<file path="config.mk">
export PLATFORM = sky130hd
export DESIGN_NAME = ca_code_sync
export DESIGN_NICKNAME = d
export VERILOG_FILES = /design/src/rtl/ca_pkg.sv /design/src/rtl/ca_code_sync_gen.sv /design/src/rtl/ca_code_sync.sv
export SDC_FILE = /design/constraint.sdc
export NUM_CORES = 1
export LEC_CHECK = 0
export ABC_CLOCK_PERIOD_IN_PS = 7700
export CAP_MARGIN = 0
export CORE_ASPECT_RATIO = 0.6
export CORE_MARGIN = 2
export CORE_UTILIZATION = 64
export CTS_BUF_LIST = sky130_fd_sc_hd__clkbuf_8
export CTS_CLUSTER_SIZE = 10
export DETAILED_ROUTE_END_ITERATION = 8
export GPL_ROUTABILITY_DRIVEN = 0
export PLACE_DENSITY = 0.88
export SLEW_MARGIN = 10
export SYNTH_ARGS = -nofsm -noshare
export SYNTH_HDL_FRONTEND = slang
export SYNTH_HIERARCHICAL = 1
export SYNTH_SLANG_ARGS = --single-unit
</file>
<file path="constraint.sdc">
create_clock -name clk -period 7.7 [get_ports clk]
set_input_delay 1.54 -clock clk [delete_from_list [all_inputs] [get_ports clk]]
set_output_delay 1.54 -clock clk [all_outputs]
set_load 0.005 [all_outputs]
</file>
<file path="src/rtl/ca_pkg.sv">
// Shared constants, state encoding and G1/G2 tap definitions for the C/A code blocks.
// Used by both the code generator and the code-phase search.
package ca_pkg;

    localparam int CODE_LEN = 1023;
    localparam int PHASE_W  = 10;
    localparam int AGREE_W  = 11;
    localparam int TAP_W    = 4;

    typedef enum logic [2:0] {
        S_IDLE,
        S_INTEG,
        S_EVAL,
        S_SLIP,
        S_LOCK,
        S_FAIL
    } state_t;

    // Feedback masks, bit i set means stage i feeds the XOR (G1: 3,10; G2: 2,3,6,8,9,10)
    localparam logic [10:1] G1_FB = 10'b10_0000_0100;
    localparam logic [10:1] G2_FB = 10'b11_1010_0110;

    // G2 phase-select taps {t0,t1} for PRN 1..32, one nibble each (A = stage 10)
    localparam logic [7:0] PRN_TAP_TBL [32] = '{
        8'h26, 8'h37, 8'h48, 8'h59, 8'h19, 8'h2A, 8'h18, 8'h29,
        8'h3A, 8'h23, 8'h34, 8'h56, 8'h67, 8'h78, 8'h89, 8'h9A,
        8'h14, 8'h25, 8'h36, 8'h47, 8'h58, 8'h69, 8'h13, 8'h46,
        8'h57, 8'h68, 8'h79, 8'h8A, 8'h16, 8'h27, 8'h38, 8'h49
    };

    function automatic logic [7:0] prn_taps(input int unsigned prn);
        logic [4:0] idx;
        idx = 5'(prn - 1);
        return PRN_TAP_TBL[idx];
    endfunction

    // Out-of-range tap selects read as 0 rather than X.
    function automatic logic tap_sel(input logic [10:1] g, input logic [TAP_W-1:0] t);
        logic b;
        b = 1'b0;
        for (int i = 1; i <= 10; i++) begin
            if (t == TAP_W'(i)) b = g[i];
        end
        return b;
    endfunction

endpackage

</file>
<file path="src/rtl/ca_code_sync_gen.sv">
// G1/G2 LFSR pair producing the C/A chip for the selected G2 taps; shifts only on adv.
// load returns both registers to all ones (chip index 0), taking priority over adv.
module ca_gen
    import ca_pkg::*;
(
    input  logic             clk,
    input  logic             rst,
    input  logic             load,
    input  logic             adv,
    input  logic [TAP_W-1:0] t0,
    input  logic [TAP_W-1:0] t1,
    output logic             chip,
    output logic             zero_idx
);

    logic [10:1] g1_q, g1_d;
    logic [10:1] g2_q, g2_d;

    always_comb begin
        g1_d = g1_q;
        g2_d = g2_q;
        if (load) begin
            g1_d = '1;
            g2_d = '1;
        end else if (adv) begin
            g1_d = {g1_q[9:1], ^(g1_q & G1_FB)};
            g2_d = {g2_q[9:1], ^(g2_q & G2_FB)};
        end
    end

    always_ff @(posedge clk) begin
        if (rst) begin
            g1_q <= '1;
            g2_q <= '1;
        end else begin
            g1_q <= g1_d;
            g2_q <= g2_d;
        end
    end

    assign chip     = g1_q[10] ^ tap_sel(g2_q, t0) ^ tap_sel(g2_q, t1);
    assign zero_idx = (&g1_q) & (&g2_q);

endmodule

</file>
<file path="src/rtl/ca_code_sync.sv">
// Serial C/A code-phase search: correlate one full period per candidate, slip one chip on miss.
// Lock is flagged 2 cycles after the last chip of the matching period.
module ca_code_sync
    import ca_pkg::*;
#(
    parameter int THRESH    = 900,
    parameter int MAX_SLIPS = 1023
) (
    input  logic               clk,
    input  logic               rst,
    input  logic               start,
    input  logic [TAP_W-1:0]   t0,
    input  logic [TAP_W-1:0]   t1,
    input  logic               chip_in,
    input  logic               chip_vld,
    output logic               busy,
    output logic               locked,
    output logic               fail,
    output logic               inverted,
    output logic [PHASE_W-1:0] code_phase,
    output logic [AGREE_W-1:0] agree,
    output logic               local_chip,
    output logic               epoch
);

    localparam logic [AGREE_W-1:0] AGREE_HI   = AGREE_W'(THRESH);
    localparam logic [AGREE_W-1:0] AGREE_LO   = AGREE_W'(CODE_LEN - THRESH);
    localparam logic [PHASE_W-1:0] LAST_PHASE = PHASE_W'(MAX_SLIPS - 1);
    localparam logic [PHASE_W-1:0] LAST_CHIP  = PHASE_W'(CODE_LEN - 1);

    state_t             state_q, state_d;
    logic [TAP_W-1:0]   t0_q, t0_d, t1_q, t1_d;
    logic [PHASE_W-1:0] chip_cnt_q, chip_cnt_d;
    logic [PHASE_W-1:0] code_phase_q, code_phase_d;
    logic [AGREE_W-1:0] agree_acc_q, agree_acc_d;
    logic [AGREE_W-1:0] agree_q, agree_d;
    logic               busy_q, busy_d;
    logic               locked_q, locked_d;
    logic               fail_q, fail_d;
    logic               inverted_q, inverted_d;
    logic               gen_load, gen_adv, gen_chip, gen_zero;
    logic               hit;
    logic [AGREE_W-1:0] acc_inc;

    ca_gen u_gen (
        .clk      (clk),
        .rst      (rst),
        .load     (gen_load),
        .adv      (gen_adv),
        .t0       (t0_q),
        .t1       (t1_q),
        .chip     (gen_chip),
        .zero_idx (gen_zero)
    );

    assign hit     = ~(chip_in ^ gen_chip);
    assign acc_inc = agree_acc_q + AGREE_W'(hit);

    always_comb begin
        state_d      = state_q;
        t0_d         = t0_q;
        t1_d         = t1_q;
        chip_cnt_d   = chip_cnt_q;
        code_phase_d = code_phase_q;
        agree_acc_d  = agree_acc_q;
        agree_d      = agree_q;
        busy_d       = busy_q;
        locked_d     = locked_q;
        fail_d       = fail_q;
        inverted_d   = inverted_q;
        gen_load     = 1'b0;
        gen_adv      = 1'b0;

        if (start) begin
            t0_d         = t0;
            t1_d         = t1;
            gen_load     = 1'b1;
            chip_cnt_d   = '0;
            agree_acc_d  = '0;
            code_phase_d = '0;
            locked_d     = 1'b0;
            fail_d       = 1'b0;
            inverted_d   = 1'b0;
            busy_d       = 1'b1;
            state_d      = S_INTEG;
        end else begin
            case (state_q)
                S_INTEG: begin
                    if (chip_vld) begin
                        gen_adv     = 1'b1;
                        agree_acc_d = acc_inc;
                        if (chip_cnt_q == LAST_CHIP) begin
                            chip_cnt_d = '0;
                            state_d    = S_EVAL;
                        end else begin
                            chip_cnt_d = chip_cnt_q + 1'b1;
                        end
                    end
                end
                S_EVAL: begin
                    agree_d = agree_acc_q;
                    if (agree_acc_q >= AGREE_HI || agree_acc_q <= AGREE_LO) begin
                        // A chip arriving now is already the first chip of the locked period
                        locked_d    = 1'b1;
                        busy_d      = 1'b0;
                        inverted_d  = (agree_acc_q < AGREE_HI);
                        gen_adv     = chip_vld;
                        agree_acc_d = chip_vld ? AGREE_W'(hit) : '0;
                        chip_cnt_d  = chip_vld ? PHASE_W'(1) : '0;
                        state_d     = S_LOCK;
                    end else if (code_phase_q == LAST_PHASE) begin
                        fail_d  = 1'b1;
                        busy_d  = 1'b0;
                        state_d = S_FAIL;
                    end else if (chip_vld) begin
                        code_phase_d = code_phase_q + 1'b1;
                        agree_acc_d  = '0;
                        chip_cnt_d   = '0;
                        state_d      = S_INTEG;
                    end else begin
                        state_d = S_SLIP;
                    end
                end
                S_SLIP: begin
                    if (chip_vld) begin
                        code_phase_d = code_phase_q + 1'b1;
                        agree_acc_d  = '0;
                        chip_cnt_d   = '0;
                        state_d      = S_INTEG;
                    end
                end
                S_LOCK: begin
                    if (chip_vld) begin
                        gen_adv = 1'b1;
                        if (chip_cnt_q == LAST_CHIP) begin
                            agree_d     = acc_inc;
                            agree_acc_d = '0;
                            chip_cnt_d  = '0;
                        end else begin
                            agree_acc_d = acc_inc;
                            chip_cnt_d  = chip_cnt_q + 1'b1;
                        end
                    end
                end
                S_IDLE, S_FAIL: begin
                end
                default: state_d = S_IDLE;
            endcase
        end
    end

    always_ff @(posedge clk) begin
        if (rst) begin
            state_q      <= S_IDLE;
            t0_q         <= '0;
            t1_q         <= '0;
            chip_cnt_q   <= '0;
            code_phase_q <= '0;
            agree_acc_q  <= '0;
            agree_q      <= '0;
            busy_q       <= 1'b0;
            locked_q     <= 1'b0;
            fail_q       <= 1'b0;
            inverted_q   <= 1'b0;
        end else begin
            state_q      <= state_d;
            t0_q         <= t0_d;
            t1_q         <= t1_d;
            chip_cnt_q   <= chip_cnt_d;
            code_phase_q <= code_phase_d;
            agree_acc_q  <= agree_acc_d;
            agree_q      <= agree_d;
            busy_q       <= busy_d;
            locked_q     <= locked_d;
            fail_q       <= fail_d;
            inverted_q   <= inverted_d;
        end
    end

    assign busy       = busy_q;
    assign locked     = locked_q;
    assign fail       = fail_q;
    assign inverted   = inverted_q;
    assign code_phase = code_phase_q;
    assign agree      = agree_q;
    assign local_chip = gen_chip;
    assign epoch      = gen_adv & gen_zero;

endmodule

</file>
==> flow_metrics.env <==
export IMPL_wl_per_cell_microns=17.2
export IMPL_via_per_inst=6.37
export IMPL_synth_top_area_share_pct=37.8
export IMPL_power_leakage_uw=0.00159
export IMPL_clkPwrFrac_pct=41.4
export IMPL_antenna_left=0
export IMPL_yosysMostFrequentCell="dfxtp_1"
export IMPL_synthDistinctLibCells=71
export IMPL_p_int_uw=611
export IMPL_ys_seq_area_share_pct=37.8
export IMPL_worstPathRequired_ns=6.16
export IMPL_drive_above_1_share_pct=9.59
export IMPL_whs_ns=0.496
export IMPL_maxSlewViolCount=0
export IMPL_fin_skew_ns=0.00826
export IMPL_drv_cap=0
export IMPL_hold_buffers=0
export IMPL_worst_pin_slew_ns=0.990
export IMPL_antenna_found_initial=0
export IMPL_grt_max_degree=31
export IMPL_crit_buf_inv=3
export IMPL_dieArea_sq_um=7040
export IMPL_power_switching_uw=195
export IMPL_synth_edff_count=0
export IMPL_power_density_nw_per_um2=173
export IMPL_post_cts_repair_setup_buffers=0
export IMPL_cts_root_buf="clkbuf_8"
export IMPL_clockBufferDepth=2
export IMPL_drt_pass1_iterations=7
export IMPL_power_frac_seq_pct=50.6
export IMPL_p_comb_share_pct=8.1
export IMPL_crit_path_frequent_cell="clkdlybuf4s50_1"
export IMPL_final_area_sq_um=4650
export IMPL_period_share_pct=68.2
export IMPL_clk_latency_ns=0.36
export IMPL_totalWireLength_microns=9860
export IMPL_grt_pass1_wl_microns=16100
export IMPL_drc=0
export IMPL_cts_repair_resized=0
export IMPL_crit_arrival_ns=3.71
export IMPL_async_flop_share_pct=0
export IMPL_grt_overflow=0
export IMPL_coreArea_sq_um=6140
export IMPL_cpMaxStageDelayCell="clkdlybuf4s50_1"
export IMPL_rsz0062_at_grt="no"
export IMPL_htreeDepth=3
export IMPL_fin_crit_ns=5.25
export IMPL_die_w_microns=107
export IMPL_yosys_area_top_type="dfxtp_1"
export IMPL_setup_viol=0
export IMPL_cts_sinks=77
export IMPL_grt_pass1_vias=3233
export IMPL_slew_limit_headroom_pct=34.0
export IMPL_cp_slowest_stage_delay_ns=0.80
export IMPL_synth_common_cells="dfxtp_1 (77), nand2_1 (47), nor2_1 (46)"
export IMPL_fp_row_count=22
export IMPL_ys_top_cells_by_area="dfxtp_1 (38%), mux2i_1 (6.6%), nand2_1 (4.3%)"
export IMPL_netlist_instances=465
export IMPL_clkSlewWorstSetupHoldPaths_ns=0.08
export IMPL_fmax_mhz=190
export IMPL_vias=3654
export IMPL_nNetsFinal=505
export IMPL_area_growth_pct=14.1
export IMPL_num_fill_cells=448
export IMPL_num_antenna_cells=0
export IMPL_hold_viol_final=0
export IMPL_crit_type="input port to output port"
export IMPL_syn_area_per_cell_sq_um=8.76
export IMPL_dp_hpwl_microns=6760
export IMPL_switching_share_pct=24.1
export IMPL_first_iter_violations=457
export IMPL_die_h_microns=65.8
export IMPL_cts_tree="done"
export IMPL_syn_area_sq_um=4080
export IMPL_crit_chain="clkdlybuf4s50_1 > nor3b_2 > buf_4 > and2_1 > clkdlybuf4s50_1"
export IMPL_path_max_fanout=24
export IMPL_grt_usage_pct=29.7
export IMPL_hp_class="register to register"
export IMPL_syn_num_nets=485
export IMPL_synthFlopType="dfxtp_1"
export IMPL_initial_utilization_pct=66.4
export IMPL_end_kind="output port"
export IMPL_ys_warn_count=6
export IMPL_numCtsBuffers=9
export IMPL_status="complete, no violations"
export IMPL_cp_top_family="buffers and inverters"
export IMPL_numPortBuffers=39
export IMPL_critPathLaunchType="input port"
export IMPL_fin_setup_tns_ns=0
export IMPL_ios=40
export IMPL_ir_drop_uv=123
export IMPL_synth_seq_cells=77
export IMPL_place_area_sq_um=4430
-- tightest hold or removal path, delay by kind of cell (launching register included) --
family,cells,cell delay [ns]
flip-flops,1,0.35
AO/OA/AOI/OAI,1,0.05
AND/OR/NAND/NOR,1,0.07
-- power groups by stage --
stage                     registers [uW]  clock network, uW  logic (uW)
final                                408                333        64.9
after global routing                 409                357        70.3
after CTS                            407                338        63.7
after detailed placement             417                  0        62.9
after global placement               417                  0        60.6
after floorplan                      415                  0        44.2
-- cell usage in the layout (no fill, tap or decap), types with 3 or more instances in the layout --
cell	instances
xor2_1	3
nand4_1	10
mux2i_1	27
clkbuf_8	9
nand3_1	16
o31ai_1	3
a22o_1	3
and2_1	4
nor2_1	45
dfxtp_1	77
inv_1	13
a311oi_1	4
clkdlybuf4s50_1	39
nand2b_1	4
a31oi_1	7
a21o_1	4
or2_2	4
nand2_1	47
a311oi_2	3
a211oi_2	5
nor4_1	3
a21oi_1	27
nor2b_1	4
and3_1	9
a211oi_1	9
ha_1	7
or4_1	3
nor3_1	9
o21ai_0	16
or3_1	9
a211o_1	5
xnor2_1	10
-- area by class of cell --
type,instances,area [sq um],area share (%)
Multi-Input combinational cell,345,2340,50.3
Tap cell,84,105,2.26
Sequential cell,77,1540,33.2
Timing Repair Buffer,41,405,8.72
Inverter,11,41.3,0.888
Clock buffer,9,124,2.66
Clock inverter,7,91.3,1.97
-- final timing paths --
kind,slack [ns],cells past startpoint,endpoint,from
setup / recovery,2.45,5,epoch,start
hold / removal,0.50,2,locked,locked
setup reg to reg,3.71,12,agree[9],t1_q[0]
hold reg to reg,0.50,2,locked,locked
-- metrics by stage --
step           util (%)  instances  total power, uW  worst slack, ns
2_1_floorplan         -        465              459             4.00
4_1_cts            75.7        574              809             2.48
3_3_place_gp       72.2        558              477             2.52
3_5_place_dp       72.2        558              480             2.47
5_1_grt            75.7        574              836             2.37
6_report           75.7        574              806             2.45
-- registers in the layout (all words and copies together), names as in the netlist --
register and cells:
agree 11, agree_acc_q 11, busy 1, chip_cnt_q 10
code_phase 10, fail 1, inverted 1, locked 1
state_q 3, t0_q 4, t1_q 4, u_gen/g1_q 10
u_gen/g2_q 10
-- logic make-up after synthesis --
| family | share of synthesized area (%) |
|---|---|
| adder cells (fa/ha/maj) | 2.15 |
| XOR/XNOR | 3.35 |
| flip-flops | 37.8 |
| AND/OR/NAND/NOR | 22.9 |
| multiplexers | 7.80 |
| buffers and inverters | 4.94 |
| AO/OA/AOI/OAI | 21.0 |
-- per-layer routing --
metal | global-route usage [%] | wire length (microns) | vias to the layer above | share of wire, %
li1 | - | - | 1735 | -
met1 | 41.9 | 4630 | 1705 | 47
met2 | 43.5 | 4180 | 187 | 42
met4 | 9.42 | 212 | 0 | 2.1
met5 | 0 | 0 | - | 0
met3 | 9.26 | 842 | 27 | 8.5
Power figures use the tool's default switching activity.
